$ cat src/rtl/led_pulse_stretcher.sv
// Stretches single-cycle event pulses into visible LED flashes (ON then forced dark GAP).
// Events arriving mid-flash are queued in a saturating counter and replayed back to back.
module led_pulse_stretcher #(
    parameter int CLK_DIV   = 250000,
    parameter int ON_TICKS  = 40,
    parameter int OFF_TICKS = 40,
    parameter int PEND_W    = 4
) (
    input  logic              clk,
    input  logic              rst,
    input  logic              evt_in,
    input  logic              clr_ovf,
    output logic              led_out,
    output logic              busy,
    output logic [PEND_W-1:0] pending,
    output logic              overflow
);

    localparam int PCNT_W = $clog2(CLK_DIV);
    localparam int TMAX   = (ON_TICKS > OFF_TICKS) ? ON_TICKS : OFF_TICKS;
    localparam int TCNT_W = (TMAX > 1) ? $clog2(TMAX) : 1;

    localparam logic [PCNT_W-1:0] PCNT_LAST = PCNT_W'(CLK_DIV - 1);
    localparam logic [TCNT_W-1:0] ON_LAST   = TCNT_W'(ON_TICKS - 1);
    localparam logic [TCNT_W-1:0] OFF_LAST  = TCNT_W'(OFF_TICKS - 1);
    localparam logic [PEND_W-1:0] PEND_MAX  = '1;

    localparam logic [1:0] S_IDLE = 2'd0;
    localparam logic [1:0] S_ON   = 2'd1;
    localparam logic [1:0] S_GAP  = 2'd2;

    logic [1:0]        state_q, state_d;
    logic [PCNT_W-1:0] pcnt_q, pcnt_d;
    logic [TCNT_W-1:0] tcnt_q, tcnt_d;
    logic [PEND_W-1:0] pending_q, pending_d;
    logic              overflow_q, overflow_d;
    logic              led_q, busy_q;

    logic tick;
    logic on_done;
    logic gap_done;
    logic take_direct;
    logic take_queued;
    logic inc;
    logic ovf_set;

    assign tick     = (state_q != S_IDLE) && (pcnt_q == PCNT_LAST);
    assign on_done  = (state_q == S_ON)  && tick && (tcnt_q == ON_LAST);
    assign gap_done = (state_q == S_GAP) && tick && (tcnt_q == OFF_LAST);

    // At GAP exit the queue has priority; a fresh event is only consumed directly when the queue is empty.
    always_comb begin
        state_d     = state_q;
        take_direct = 1'b0;
        take_queued = 1'b0;
        case (state_q)
            S_IDLE: begin
                if (evt_in) begin
                    state_d     = S_ON;
                    take_direct = 1'b1;
                end
            end
            S_ON: begin
                if (on_done) begin
                    state_d = S_GAP;
                end
            end
            S_GAP: begin
                if (gap_done) begin
                    if (pending_q != '0) begin
                        state_d     = S_ON;
                        take_queued = 1'b1;
                    end else if (evt_in) begin
                        state_d     = S_ON;
                        take_direct = 1'b1;
                    end else begin
                        state_d = S_IDLE;
                    end
                end
            end
            default: begin
                state_d = S_IDLE;
            end
        endcase
    end

    always_comb begin
        pcnt_d = pcnt_q;
        if (state_q == S_IDLE || tick) begin
            pcnt_d = '0;
        end else begin
            pcnt_d = pcnt_q + PCNT_W'(1);
        end
    end

    always_comb begin
        tcnt_d = tcnt_q;
        if (state_d != state_q) begin
            tcnt_d = '0;
        end else if (tick) begin
            tcnt_d = tcnt_q + TCNT_W'(1);
        end
    end

    // An increment and a decrement together cancel, so a full queue absorbs that case without overflowing.
    always_comb begin
        inc        = evt_in && !take_direct;
        ovf_set    = 1'b0;
        pending_d  = pending_q;
        overflow_d = overflow_q;
        if (inc && !take_queued) begin
            if (pending_q == PEND_MAX) begin
                ovf_set = 1'b1;
            end else begin
                pending_d = pending_q + PEND_W'(1);
            end
        end else if (take_queued && !inc) begin
            pending_d = pending_q - PEND_W'(1);
        end
        if (ovf_set) begin
            overflow_d = 1'b1;
        end else if (clr_ovf) begin
            overflow_d = 1'b0;
        end
    end

    always_ff @(posedge clk) begin
        if (rst) begin
            state_q    <= S_IDLE;
            pcnt_q     <= '0;
            tcnt_q     <= '0;
            pending_q  <= '0;
            overflow_q <= 1'b0;
            led_q      <= 1'b0;
            busy_q     <= 1'b0;
        end else begin
            state_q    <= state_d;
            pcnt_q     <= pcnt_d;
            tcnt_q     <= tcnt_d;
            pending_q  <= pending_d;
            overflow_q <= overflow_d;
            led_q      <= (state_d == S_ON);
            busy_q     <= (state_d != S_IDLE);
        end
    end

    assign led_out  = led_q;
    assign busy     = busy_q;
    assign pending  = pending_q;
    assign overflow = overflow_q;

endmodule
$ cat config.mk
export PLATFORM = sky130hd
export DESIGN_NAME = led_pulse_stretcher
export DESIGN_NICKNAME = d
export VERILOG_FILES = /design/src/rtl/led_pulse_stretcher.sv
export SDC_FILE = /design/constraint.sdc
export NUM_CORES = 1
export LEC_CHECK = 0
export CELL_PAD_IN_SITES_DETAIL_PLACEMENT = 0
export CELL_PAD_IN_SITES_GLOBAL_PLACEMENT = 1
export CORE_ASPECT_RATIO = 0.8
export CORE_MARGIN = 1.5
export CORE_UTILIZATION = 44
export DETAILED_ROUTE_END_ITERATION = 8
export GPL_TIMING_DRIVEN = 0
export HOLD_SLACK_MARGIN = 0.03
export PLACE_DENSITY = 0.88
export SETUP_SLACK_MARGIN = 0.05
export SYNTH_ARGS = -nofsm -noshare
export SYNTH_HDL_FRONTEND = slang
export SYNTH_SLANG_ARGS = --single-unit
$ cat constraint.sdc
create_clock -name clk -period 3.6 [get_ports clk]
set_input_delay 0.72 -clock clk [delete_from_list [all_inputs] [get_ports clk]]
set_output_delay 0.72 -clock clk [all_outputs]
set_load 0.01 [all_outputs]
Yosys cells after proc, flatten, opt, wreduce, memory -nomap -nowiden:

Index checks and enable logic that the tools add are counted.

* output and inout bits: 7
* word-level logic and storage cells: 60
* register bits after elaboration: 33
* bits in writable memories: 0
* bits in latches: 0
* memories: 0
* ROM bits: 0
* bits of input ports: 4

* equality and inequality tests: 8
* $lt $le $gt $ge: 0
* divide/modulo/power cells: 0
* bitwise operators: 0
* reductions and logical operators: 21
* $mul: 0
* multiplexer cells: 20
* add/sub/neg operators: 4
* shifts and indexed selects: 0

Operators with widths (number)
* 18-bit by 1-bit adder with 18-bit output, second input constant: 1
* 18-bit equality test, second input constant: 1
* 1-bit 2-to-1 mux: 12
* 4-bit 2-to-1 mux: 3
* 1-bit logical AND: 8
* 2-bit nonzero test: 4
* 6-bit by 1-bit adder with 6-bit output, second input constant: 1
* 6-bit equality test, second input constant: 1
* 2-bit 2-to-1 mux: 3
* 2-bit one-hot mux with 3 select lines: 1
* 4-bit by 1-bit adder with 4-bit output, second input constant: 1
* 2-bit by 1-bit equality test with 1-bit output, second input constant: 2
* 4-bit equality test, second input constant: 1
* 4-bit nonzero test: 1
* 2-bit OR reduction: 2
* 4-bit by 1-bit subtractor with 4-bit output, second input constant: 1
* 1-bit logical NOT: 3
* 2-bit equality test, second input constant: 1
* 2-bit logical NOT: 1
* 2-bit inequality test: 1
* 2-bit inequality test, second input constant: 1
* 1-bit one-hot mux with 2 select lines: 1
* 2-bit AND reduction: 1
* 1-bit logical OR: 1

Longest topological paths before layout:

Gate-level depths: netlist (run 1).

* word-level depth: 12
* depth in mapped cells: 13
* depth with buffers taken out: 12

Worst setup path after synthesis (run 1):

OpenSTA, ideal clock, no wires.

* path kind: reg-to-reg
* start: register tcnt_q[0]
* end: register pending_q[3] (netlist: pending[3])
* data arrival time: 3.091 ns
* setup slack: 0.386 ns
* setup time: 0.123 ns
* cell stages (with the launch flop): 13
* buffers on the path: 0
* required time: 3.477 ns
* clock period less this slack: 3.214 ns
* cell sequence: dfxtp_1 ha_1 nor4bb_1 nand4b_2 o21a_1 o21ai_0 ha_1 a21o_1 a21oi_1 nand2_1 mux2_2 a21boi_2 mux2_1

* word-level cells in the longest chain between the ends: 10
* elaborated cells between the ends (all ways): 16
* those cells by class: eq/ne: 2; mux: 5; reduce/logical: 9

RTL lines
* start: declaration: line 34 `logic [TCNT_W-1:0] tcnt_q, tcnt_d;`
* start signal: assignment: line 139 `tcnt_q <= tcnt_d;`
* 6-bit equality test *: line 49 `assign gap_done = (state_q == S_GAP) && tick && (tcnt_q == OFF_LAST);`
* 1-bit logical AND *: line 49
* 1-bit 2-to-1 mux: line 69 `if (gap_done) begin`
* 1-bit one-hot mux with 2 select lines: line 56 `case (state_q)`
* 1-bit logical NOT: line 107 `inc = evt_in && !take_direct;`
* 1-bit logical AND: line 107
* 1-bit logical NOT: line 117 `end else if (take_queued && !inc) begin`
* 1-bit logical AND: line 117
* 2-bit nonzero test (no source line)
* 2-bit AND reduction (no source line)
* end signal: assignment: line 140 `pending_q <= pending_d;`
* end: declaration: line 35 `logic [PEND_W-1:0] pending_q, pending_d;`

Every way passes the cells marked *; elsewhere a longest branch is shown, timed or not.
A chain may end at the register's enable or synchronous reset.

Worst setup path in the final report (run 1):

* start: register pcnt_q[0]
* end: register pending_q[3] (netlist: pending[3])

* word-level cells in the longest chain between the ends: 12
* elaborated cells between the ends (all ways): 18
* those cells by class: eq/ne: 2; mux: 5; reduce/logical: 11

RTL lines
* start: declaration: line 33 `logic [PCNT_W-1:0] pcnt_q, pcnt_d;`
* start signal: assignment: line 138 `pcnt_q <= pcnt_d;`
* 18-bit equality test *: line 47 `assign tick = (state_q != S_IDLE) && (pcnt_q == PCNT_LAST);`
* 1-bit logical AND *: line 47
* 1-bit logical AND * (2 in a row): line 49
* 1-bit 2-to-1 mux: line 69
* 1-bit one-hot mux with 2 select lines: line 56
* 1-bit logical NOT: line 107
* 1-bit logical AND: line 107
* 1-bit logical NOT: line 117
* 1-bit logical AND: line 117
* 2-bit nonzero test (no source line)
* 2-bit AND reduction (no source line)

Marked as above.

==> run summary, run 1 <==
run status = complete, no violations
starting density of the core = 0.467
detailed-route DRC error count = 0
vias in the first global route = 1232
Max VDD drop = 0.000290 V
clock skew = 0.00738 ns
worst reg-to-reg setup slack = 0.27 ns
P per Cell Area = 383 nW/um^2
wire length per cell after detailed routing = 12.9 um
proportion of layout cells with a drive suffix above 1 = 0.122
relative slew slack = 0.566
number of library cell types mapped by synthesis = 46
area of the multi-input gates = 933 sq um
total of flip-flops plus latches after synthesis = 33
static power due to leakage = 0.654 nW
half-perimeter wire length of the detailed placement result = 2230 um
Critical Setup Path Class = register to register
data arrival time of the critical path = 3.50 ns
clk_lat worst skew = 0.28 ns
Clock Tree Buf Depth = 2
TritonCTS Buffers = 5
Worst R2R Start = pcnt_q[0]$_SDFF_PP0_
master cell of the clock root buffer = sky130_fd_sc_hd__clkbuf_8
Final ANT Viol Nets = 0
TritonCTS clock tree = built
startpoint class of the critical path = register
Crit Reg-Reg Endpoint = pending[3]$_SDFFE_PP0P_
type of the worst min-delay path = register to register
logic depth of the worst register-to-register path = 13
area used by sequential logic in the layout = 661 sq um
gate count of the mapped netlist = 179
clk slew on worst S/H paths = 0.06 ns
count of input and output buffers = 10
reported max-cap violation count = 0
most numerous cell in the Yosys netlist = sky130_fd_sc_hd__dfxtp_1
largest area contributor in the synthesized netlist = sky130_fd_sc_hd__dfxtp_1
via count of the routed design = 1285
count of routing violations after the opening detailed-route iteration = 40
proportion of netlist area held by the largest area contributor = 0.407
count of antenna diodes in the layout = 0
layout overhead on the synthesized area = 15.4%
number of failing hold endpoints at the final stage = 0
first-pass GRT wire length = 5500 um
hold path startpoint = overflow$_SDFFE_PP0P_
Post-synth EDFFs = 0
syn avg cell area = 9.06 sq um
Mapped Nets = 188
dominant combinational cell family by area after synthesis = simple AND/OR/NAND/NOR gates
Final min period = 3.33 ns
worst hold endpoint = overflow$_SDFFE_PP0P_
setup violators final = 0
initial antenna violation count = 0
post-route total power = 716 uW
Final Net Count = 205
number of top-level design ports = 11
Compound-Gate Fraction of Synth Area = 0.116
maximum number of pins on one net before global-route repair = 11
post-CTS setup buffer count = 0
Max Clk Rate = 300 MHz
post-synthesis adder-cell area fraction = 0.0432
number of pins exceeding their max-slew limit in the final report = 0
accumulated negative setup slack = 0 ns
area of the placeable core = 3470 sq um
portion of the post-synthesis area used by sequential elements = 0.407
Critical Path RT = 3.77 ns
largest fanout on the critical path = 7
y dimension of the die = 57.3 um
Hold Buf Count CTS = 0
global-route total usage across every layer = 0.171
endpoint kind of the worst setup timing path = register
pin slew with the least headroom to its limit = 0.647 ns
DR pass1 iterations = 4
Most used DFF post-synth = sky130_fd_sc_hd__dfxtp_1
simple-gate area share of the yosys netlist = 0.287
proportion of register bits with asynchronous set or reset after synthesis = 0
synthesized area = 1620 sq um
share of the clock period used by the worst path = 0.926
number of resized instances in the post-cts repair step = 1
unrepaired setup endpoints after global routing = no
leftover overflow at the end of global routing = 0
die footprint = 4060 sq um
xor/xnor cell area share of the yosys netlist = 0.0972
H-tree levels = 2
number of cells on the worst hold path = 2
final weighted congestion in routability-driven placement = 0.852
Yosys warnings = 0
most frequent cells after synthesis = 33 x sky130_fd_sc_hd__dfxtp_1, 28 x sky130_fd_sc_hd__nor2_1, 10 x sky130_fd_sc_hd__a21oi_1, 10 x sky130_fd_sc_hd__nand2_1
top area cells in the synthesized netlist = sky130_fd_sc_hd__dfxtp_1 41%, sky130_fd_sc_hd__nor2_1 6.5%, sky130_fd_sc_hd__xnor2_1 4.9%
Die X-Extent = 70.9 um
Avg Vias per Cell = 5.40
total detailed-routing wirelength = 3070 um
number of sinks on the clock net = 33
fill count = 332
share of cell area taken by muxes after synthesis = 0.0262
number of core rows = 19
==> stage by stage <==
| stage | worst slack, ns | cells | cell area (sq um) | utilization | hold WS, ns |
|---|---|---|---|---|---|
| global placement | 0.0125 | 231 | 1770 | 0.511 | 0.437 |
| CTS | 0.115 | 238 | 1860 | 0.536 | 0.482 |
| finish | 0.267 | 238 | 1870 | 0.539 | 0.475 |
| global route | 0.0518 | 238 | 1870 | 0.539 | 0.504 |
| floorplan | 0.386 | 179 | 1620 | - | 0.426 |
| detailed placement | -0.0175 | 231 | 1770 | 0.511 | 0.471 |
==> sequential cells by signal (all words and copies together), names as in the netlist <==
register,count
busy,1
pending,4
pcnt_q,18
tcnt_q,6
overflow,1
led_out,1
state_q,2
==> worst max-delay path: stages, from the launching register on <==
cell                       delay, ns
sky130_fd_sc_hd__dfxtp_1        0.38
sky130_fd_sc_hd__ha_1           0.19
sky130_fd_sc_hd__and3_1         0.15
sky130_fd_sc_hd__buf_2          0.16
sky130_fd_sc_hd__nand4_2        0.24
sky130_fd_sc_hd__o21a_1         0.33
sky130_fd_sc_hd__o21ai_2        0.23
sky130_fd_sc_hd__ha_1           0.27
sky130_fd_sc_hd__a21o_1         0.18
sky130_fd_sc_hd__a21oi_1        0.29
sky130_fd_sc_hd__nand2_1        0.09
sky130_fd_sc_hd__mux2_2         0.27
sky130_fd_sc_hd__a21boi_2       0.13
sky130_fd_sc_hd__mux2_1         0.32
==> placed cells by master, fill, tap and decap left out, types with 2 or more instances in the layout <==
cell type                         instances
sky130_fd_sc_hd__dfxtp_1                 33
sky130_fd_sc_hd__nor2_1                  28
sky130_fd_sc_hd__a21oi_1                 10
sky130_fd_sc_hd__nand2_1                 10
sky130_fd_sc_hd__clkdlybuf4s50_1         10
sky130_fd_sc_hd__xor2_1                   9
sky130_fd_sc_hd__xnor2_1                  9
sky130_fd_sc_hd__nand3_1                  8
sky130_fd_sc_hd__or3_1                    6
sky130_fd_sc_hd__clkbuf_8                 6
sky130_fd_sc_hd__o21ai_0                  5
sky130_fd_sc_hd__inv_1                    4
sky130_fd_sc_hd__nand4_1                  4
sky130_fd_sc_hd__ha_1                     4
sky130_fd_sc_hd__clkbuf_1                 3
sky130_fd_sc_hd__and3_1                   3
sky130_fd_sc_hd__buf_2                    3
sky130_fd_sc_hd__nand2b_1                 3
sky130_fd_sc_hd__nor2b_1                  3
sky130_fd_sc_hd__and4bb_2                 2
sky130_fd_sc_hd__o21a_1                   2
sky130_fd_sc_hd__nor3_1                   2
sky130_fd_sc_hd__mux2i_1                  2
sky130_fd_sc_hd__and4_1                   2
==> final cells by class <==
type / count / share of cell area
multi-input cells: 137 / 0.499
flip-flops and latches: 33 / 0.353
repair buffers: 10 / 0.0535
clock buffers: 7 / 0.0462
well taps: 42 / 0.0281
plain buffers: 5 / 0.0120
inverters: 4 / 0.00803
==> routing by layer <==
metal	up-vias	global-route usage	routed length, um
li1	660	-	-
met1	602	0.226	1610
met2	15	0.259	1310
met3	8	0.0424	86
met4	0	0.0970	59
met5	-	0	0
==> kinds of logic (layout without fill, tap and decap cells) <==
group                      Yosys count  in the layout
muxes                                4              4
AOI/OAI and AO/OA                   28             28
DFF                                 33             33
xor gates and xnor gates            18             18
adders and majority gates            5              5
buffers and inverters                9             26
and+or+nand+nor                     82             82
==> power by group <==
part	switching, mW	internal, mW
logic	0.0301	0.0301
registers	0.00885	0.372
clock network	0.123	0.151
total	0.162	0.554
==> how the worst max path moves through the flow <==
stage                           start                       to  slack, ns  cells after the start
2_1_floorplan  tcnt_q[0]$_SDFFE_PP0N_  pending[3]$_SDFFE_PP0P_       0.39                     12
3_3_place_gp   tcnt_q[0]$_SDFFE_PP0N_  pending[3]$_SDFFE_PP0P_       0.01                     12
3_5_place_dp   tcnt_q[0]$_SDFFE_PP0N_  pending[3]$_SDFFE_PP0P_      -0.02                     12
4_1_cts        tcnt_q[0]$_SDFFE_PP0N_  pending[3]$_SDFFE_PP0P_       0.12                     12
5_1_grt          pcnt_q[0]$_SDFF_PP0_  pending[3]$_SDFFE_PP0P_       0.05                     13
6_report         pcnt_q[0]$_SDFF_PP0_  pending[3]$_SDFFE_PP0P_       0.27                     13
(Power assumes the default switching activity.)
==> run 2, diff against run 1 <==
CORE_MARGIN = 4   (was 1.5)
==> run 2 against run 1 <==
Sequential power about the same. Worst setup slack improved by 0.074 ns. Clock-buffer cell count unchanged. Final area increased by 1.8%. Largest power group unchanged. Clock power increased by 32%. Clock skew decreased by 0.0034 ns. Sequential share of layout area decreased by 0.63 points. First-iteration DRC count increased by 55%. Final cell count increased by 0.42%. Register-to-register slack improved by 0.07 ns. Die area increased by 16%. Flip-flop and latch count unchanged.
==> run summary, run 2 (synthesis gave the netlist of run 1 again) <==
half-perimeter wire length of the detailed placement result = 2260 um (+1.4%)
maximum number of pins on one net before global-route repair = 11 (unchanged)
type of the worst min-delay path = register to register
endpoint kind of the worst setup timing path = register
detailed-route DRC error count = 0 (unchanged)
part of the power in the clock network = 0.450 (+0.067)
fill count = 329 (-0.90%)
reported max-cap violation count = 0 (unchanged)
number of sinks on the clock net = 33 (unchanged)
number of failing hold endpoints at the final stage = 0 (unchanged)
dominant delay contributor by cell family on the critical path = compound AO/OA/AOI/OAI gates
Switching Fraction = 0.218 (-0.00781)
max FFs per register = 18 (unchanged)
TritonCTS Buffers = 5 (unchanged)
accumulated negative setup slack = 0 ns (unchanged)
ordered list of cells on the worst path = ha_1 -> nor4bb_2 -> nand4b_2 -> o21a_1 -> o21ai_2 -> ha_1 -> a21o_1 -> a21oi_2 -> nand2_1 -> mux2_2 -> a21boi_2 -> mux2_1
most common cell after layout, fill and taps aside = sky130_fd_sc_hd__dfxtp_1
Max VDD drop = 0.000247 V (-15%)
worst setup slack after layout = 0.340 ns (+0.0738 ns)
setup violators final = 0 (unchanged)
layout overhead on the synthesized area = 17.4%
Clock Tree Buf Depth = 2 (unchanged)
y dimension of the die = 62.3 um (+8.7%)
number of pins exceeding their max-slew limit in the final report = 0 (unchanged)
Hold Buf Count CTS = 0 (unchanged)
proportion of layout cells with a drive suffix above 1 = 0.132 (+0.00953)
run status = complete, no violations
Worst R2R Start = tcnt_q[0]$_SDFFE_PP0N_
count of antenna diodes in the layout = 0 (unchanged)
Final min period = 3.26 ns (-0.0738 ns)
data arrival time of the critical path = 3.44 ns (-0.06 ns)
Setup crit start = tcnt_q[0]$_SDFFE_PP0N_
post-route total power = 804 uW (+12%)
cell count after placement = 231 (unchanged)
Critical Path RT = 3.78 ns (about the same)
clk slew on worst S/H paths = 0.07 ns (about the same)
count of input and output buffers = 10 (unchanged)
clk_lat worst skew = 0.29 ns (about the same)
unrepaired setup endpoints after global routing = no
Post-DP Area = 1770 sq um (unchanged)
count of routing violations after the opening detailed-route iteration = 62 (+55%)
non-filler cells in the finished layout = 239 (+0.42%)
register with the most flip-flops = pcnt_q
Avg Vias per Cell = 5.41 (+0.20%)
vias in the first global route = 1264 (+2.6%)
combinational cell fraction of total power = 0.076 (-0.008)
proportion of power drawn by flip-flops and latches = 0.473 (-0.059)
Max Clk Rate = 307 MHz (+2.3%)
first-pass GRT wire length = 5550 um (+1.0%)
P_int = 628 uW (+14%)
initial antenna violation count = 0 (unchanged)
Sw Pwr = 176 uW (+8.5%)
area of the placeable core = 3490 sq um (+0.68%)
global-route total usage across every layer = 0.154 (-0.0175)
slowest library cell on the worst path = sky130_fd_sc_hd__dfxtp_1
Final Net Count = 205 (unchanged)
master cell of the clock root buffer = sky130_fd_sc_hd__clkbuf_8
cell repeated most along the worst path = sky130_fd_sc_hd__ha_1
relative slew slack = 0.540 (-0.0251)
Final ANT Viol Nets = 0 (unchanged)
DR pass1 iterations = 4 (unchanged)
hold path startpoint = pcnt_q[0]$_SDFF_PP0_
highest-count cells in the layout ignoring fill and taps = 33 x sky130_fd_sc_hd__dfxtp_1, 28 x sky130_fd_sc_hd__nor2_1, 10 x sky130_fd_sc_hd__nand2_1, 10 x sky130_fd_sc_hd__clkdlybuf4s50_1
static power due to leakage = 0.669 nW (+2.3%)
clock skew = 0.00395 ns (-0.00343 ns)
share of the clock period used by the worst path = 0.905 (-0.0205)
number of core rows = 19 (unchanged)
number of top-level design ports = 11 (unchanged)
stage delay of the slowest cell on the critical path = 0.37 ns (about the same)
total detailed-routing wirelength = 3160 um (+3.0%)
starting density of the core = 0.464 (-0.00318)
die footprint = 4730 sq um (+16%)
summed area of non-filler cells in the final layout = 1900 sq um (+1.8%)
total buffers and inverters traversed by the critical path = 0 (-1)
largest fanout on the critical path = 5 (-2)
P per Cell Area = 422 nW/um^2 (+10%)
startpoint class of the critical path = register
H-tree levels = 2 (unchanged)
post-CTS setup buffer count = 0 (unchanged)
Die X-Extent = 75.9 um (+7.1%)
via count of the routed design = 1293 (+0.62%)
Critical Setup Path Class = register to register
final weighted congestion in routability-driven placement = 0.813 (-4.5%)
pin slew with the least headroom to its limit = 0.685 ns (+0.0374 ns)
TritonCTS clock tree = built
worst setup slack before clock tree synthesis = -0.0763 ns (-0.0589 ns)
wire length per cell after detailed routing = 13.2 um (+2.6%)
leftover overflow at the end of global routing = 0 (unchanged)
==> run 2: final cells by class <==
class	count	area, sq um	share of cell area
multi-input combinational	137	937	0.492
inverter	4	15.0	0.00788
buffer	5	22.5	0.0118
sequential	33	661	0.347
clock inverter	1	30.0	0.0158
tap	42	52.6	0.0276
clock buffer	7	86.3	0.0453
timing repair buffer	10	100	0.0526
==> run 2: worst paths after layout <==
kind | endpoint | slack, ns | depth (start not counted)
max | pending[3]$_SDFFE_PP0P_ | 0.34 | 12
min | pcnt_q[0]$_SDFF_PP0_ | 0.47 | 1
max reg2reg | pending[3]$_SDFFE_PP0P_ | 0.34 | 12
min reg2reg | pcnt_q[0]$_SDFF_PP0_ | 0.47 | 1
==> run 2: layer usage <==
metal | wire (um) | GRT usage | share of wire | vias to the layer above
met3 | 172 | 0.0742 | 0.054 | 5
met4 | 47 | 0.0590 | 0.015 | 0
met2 | 1350 | 0.206 | 0.43 | 23
li1 | - | - | - | 664
met5 | 0 | 0 | 0 | -
met1 | 1590 | 0.210 | 0.50 | 601
==> run 2: power by group through the flow <==
stage | registers, mW | clock network [mW] | logic [mW]
global route | 0.382 | 0.389 | 0.0683
CTS | 0.380 | 0.373 | 0.0601
detailed placement | 0.389 | 0 | 0.0594
global placement | 0.388 | 0 | 0.0581
finish | 0.381 | 0.362 | 0.0613
floorplan | 0.389 | 0 | 0.0354
==> run 2: timing repair <==
action | in CTS | in global routing
gates resized for setup | 1 | 3
pin swaps | 0 | 0
setup endpoints to repair | 1 | 1
cloned | 0 | 0
==> run 2: metrics by stage <==
step	hold WS, ns	util
3_5_place_dp	0.453	0.508
5_1_grt	0.490	0.545
3_3_place_gp	0.442	0.508
2_1_floorplan	0.426	-
6_report	0.469	0.545
4_1_cts	0.469	0.541
==> run 3, diff against run 2 <==
ABC_AREA = 1   (was default)
CORE_UTILIZATION = 43   (was 44)
PLACE_DENSITY = 0.9   (was 0.88)
==> run 3 against run 2 <==
Core utilization shrank 4.0 points. Area after synthesis grew 14%. Final cell count grew 39%. First-iteration DRC count grew 31%. Critical path type is now input pin to register.
==> run summary, run 3 <==
count of input and output buffers = 10 (unchanged)
Clock Tree Buf Depth = 2 (unchanged)
Final min period = 2.52 ns (-0.740 ns)
number of sinks on the clock net = 33 (unchanged)
y dimension of the die = 66.6 um (+6.9%)
area of the placeable core = 4150 sq um (+19%)
ordered list of cells on the worst path = clkdlybuf4s50_1 -> inv_1 -> nor2_1 -> nand2_2 -> ha_1 -> nand2_1 -> nand2_1 -> a31oi_1 -> nand3_1 -> nand2_1 -> inv_1 -> a21oi_1 -> nor2_1
most common cell after layout, fill and taps aside = sky130_fd_sc_hd__nand2_1
master cell of the clock root buffer = sky130_fd_sc_hd__clkbuf_8
endpoint kind of the worst setup timing path = register
relative slew slack = 0.629 (+0.0885)
proportion of netlist area held by the largest area contributor = 0.358 (-0.0492)
wire length per cell after detailed routing = 10.9 um (-18%)
register with the most flip-flops = pcnt_q
top area cells in the synthesized netlist = sky130_fd_sc_hd__dfxtp_1 36%, sky130_fd_sc_hd__nand2_1 10%, sky130_fd_sc_hd__inv_1 7.7%
proportion of layout cells with a drive suffix above 1 = 0.127 (-0.00517)
maximum number of pins on one net before global-route repair = 11 (unchanged)
post-CTS setup buffer count = 0 (unchanged)
proportion of register bits with asynchronous set or reset after synthesis = 0 (unchanged)
slowest library cell on the worst path = sky130_fd_sc_hd__clkdlybuf4s50_1
largest area contributor in the synthesized netlist = sky130_fd_sc_hd__dfxtp_1
non-filler cells in the finished layout = 333 (+39%)
TritonCTS Buffers = 5 (unchanged)
cell repeated most along the worst path = sky130_fd_sc_hd__nand2_1
total of flip-flops plus latches after synthesis = 33 (unchanged)
hold path startpoint = pcnt_q[0]$_SDFF_PP0_
leftover overflow at the end of global routing = 0 (unchanged)
Worst R2R Start = pcnt_q[0]$_SDFF_PP0_
die footprint = 5410 sq um (+14%)
worst hold margin = 0.476 ns (+0.00659 ns)
half-perimeter wire length of the detailed placement result = 2770 um (+23%)
setup violators final = 0 (unchanged)
DR pass1 iterations = 4 (unchanged)
Critical Setup Path Class = input pin to register
combinational cell fraction of total power = 0.092 (+0.016)
clock skew = 0.00405 ns (+0.000103 ns)
first-pass GRT wire length = 6470 um (+16%)
run status = complete, no violations
number of pins exceeding their max-slew limit in the final report = 0 (unchanged)
Critical Path RT = 3.78 ns (about the same)
reported max-cap violation count = 0 (unchanged)
H-tree levels = 2 (unchanged)
total detailed-routing wirelength = 3630 um (+15%)
share of the clock period used by the worst path = 0.700 (-0.206)
Post-Route Utilization = 0.505 (-0.0395)
TritonCTS clock tree = built
part of the power in the clock network = 0.378 (-0.072)
Sw Pwr = 182 uW (+3.4%)
number of top-level design ports = 11 (unchanged)
Max Clk Rate = 397 MHz (+29%)
Max VDD drop = 0.000217 V (-12%)
most frequent cells after synthesis = 51 x sky130_fd_sc_hd__nand2_1, 38 x sky130_fd_sc_hd__inv_1, 34 x sky130_fd_sc_hd__nor2_1
count of routing violations after the opening detailed-route iteration = 81 (+31%)
clk slew on worst S/H paths = 0.07 ns (about the same)
total buffers and inverters traversed by the critical path = 3 (+3)
P per Cell Area = 341 nW/um^2 (-19%)
Final Net Count = 284 (+39%)
type of the worst min-delay path = register to register
cell count after placement = 325 (+41%)
Final ANT Viol Nets = 0 (unchanged)
Setup crit start = evt_in
most numerous cell in the Yosys netlist = sky130_fd_sc_hd__nand2_1
stage delay of the slowest cell on the critical path = 0.51 ns (+0.14 ns)
largest fanout on the critical path = 5 (unchanged)
highest-count cells in the layout ignoring fill and taps = 51 x sky130_fd_sc_hd__nand2_1, 38 x sky130_fd_sc_hd__inv_1, 34 x sky130_fd_sc_hd__nor2_1, 33 x sky130_fd_sc_hd__dfxtp_1, 17 x sky130_fd_sc_hd__nand3_1
via count of the routed design = 1605 (+24%)
Die X-Extent = 81.2 um (+7.1%)
synthesized area = 1840 sq um (+14%)
max FFs per register = 18 (unchanged)
number of failing hold endpoints at the final stage = 0 (unchanged)
layout overhead on the synthesized area = 13.8%
static power due to leakage = 0.830 nW (+24%)
Hold Buf Count CTS = 0 (unchanged)
number of library cell types mapped by synthesis = 34 (-26%)
clk_lat worst skew = 0.29 ns (about the same)
P_int = 534 uW (-15%)
vias in the first global route = 1432 (+13%)
starting density of the core = 0.444 (-0.0198)
Yosys warnings = 0 (unchanged)
dominant delay contributor by cell family on the critical path = simple AND/OR/NAND/NOR gates
Switching Fraction = 0.254 (+0.0353)
global-route total usage across every layer = 0.158 (+0.00405)
number of resized instances in the post-cts repair step = 0 (-1)
Mapped Nets = 267 (+42%)
Post-synth EDFFs = 0 (unchanged)
detailed-route DRC error count = 0 (unchanged)
Most used DFF post-synth = sky130_fd_sc_hd__dfxtp_1
number of core rows = 21 (+2)
accumulated negative setup slack = 0 ns (unchanged)
proportion of power drawn by flip-flops and latches = 0.530 (+0.057)
count of antenna diodes in the layout = 0 (unchanged)
Avg Vias per Cell = 4.82 (-11%)
initial antenna violation count = 0 (unchanged)
portion of the post-synthesis area used by sequential elements = 0.358 (-0.0492)
data arrival time of the critical path = 2.70 ns (-0.74 ns)
gate count of the mapped netlist = 258 (+44%)
final weighted congestion in routability-driven placement = 0.859 (+5.6%)
startpoint class of the critical path = input pin
syn avg cell area = 7.15 sq um (-21%)
unrepaired setup endpoints after global routing = no
pin slew with the least headroom to its limit = 0.555 ns (-0.130 ns)
[run 3: routing by layer]
| layer | GRT usage | up-vias | share of wire |
|---|---|---|---|
| li1 | - | 874 | - |
| met1 | 0.228 | 709 | 0.56 |
| met2 | 0.211 | 14 | 0.39 |
| met3 | 0.0405 | 8 | 0.024 |
| met4 | 0.0823 | 0 | 0.021 |
| met5 | 0 | - | 0 |
[run 3: stage by stage]
stage / cell area [sq um] / worst slack (ns) / power, mW
3_5_place_dp: 2020 / 0.774 / 0.454
5_1_grt: 2100 / 0.706 / 0.762
4_1_cts: 2100 / 1.08 / 0.727
2_1_floorplan: 1840 / 1.43 / 0.430
3_3_place_gp: 2020 / 0.758 / 0.454
6_report: 2100 / 1.08 / 0.716
[run 3: final cells by class]
type	instances	area (sq um)
Inverter	41	155
Buffer	2	21.3
Sequential cell	33	661
Clock inverter	2	10.0
Timing Repair Buffer	10	100
Tap cell	57	71.3
Clock buffer	6	72.6
Multi-Input combinational cell	182	1010
Fill cell	455	2050
[run 3: path summary, 6_finish.rpt]
check / endpoint / slack [ns] / cells past startpoint
max reg2reg: pending[3]$_SDFFE_PP0P_ / 1.11 / 14
min reg2reg: pcnt_q[0]$_SDFF_PP0_ / 0.48 / 1
min: pcnt_q[0]$_SDFF_PP0_ / 0.48 / 1
max: pending[3]$_SDFFE_PP0P_ / 1.08 / 13
[run 3: cell families after synthesis]
kind of cell	Yosys count	share of synthesized area
compound gates	30	0.0991
xor+xnor	8	0.0380
fa+ha+maj	5	0.0380
buf+inv	43	0.0957
flops	33	0.358
simple gates	139	0.371
[run 3: power groups by stage]
stage	registers (mW)	logic, mW	clock network [mW]
final	0.379	0.0660	0.271
after floorplan	0.388	0.0411	0
after global routing	0.380	0.0761	0.306
after CTS	0.379	0.0666	0.281
after detailed placement	0.387	0.0664	0
after global placement	0.387	0.0664	0
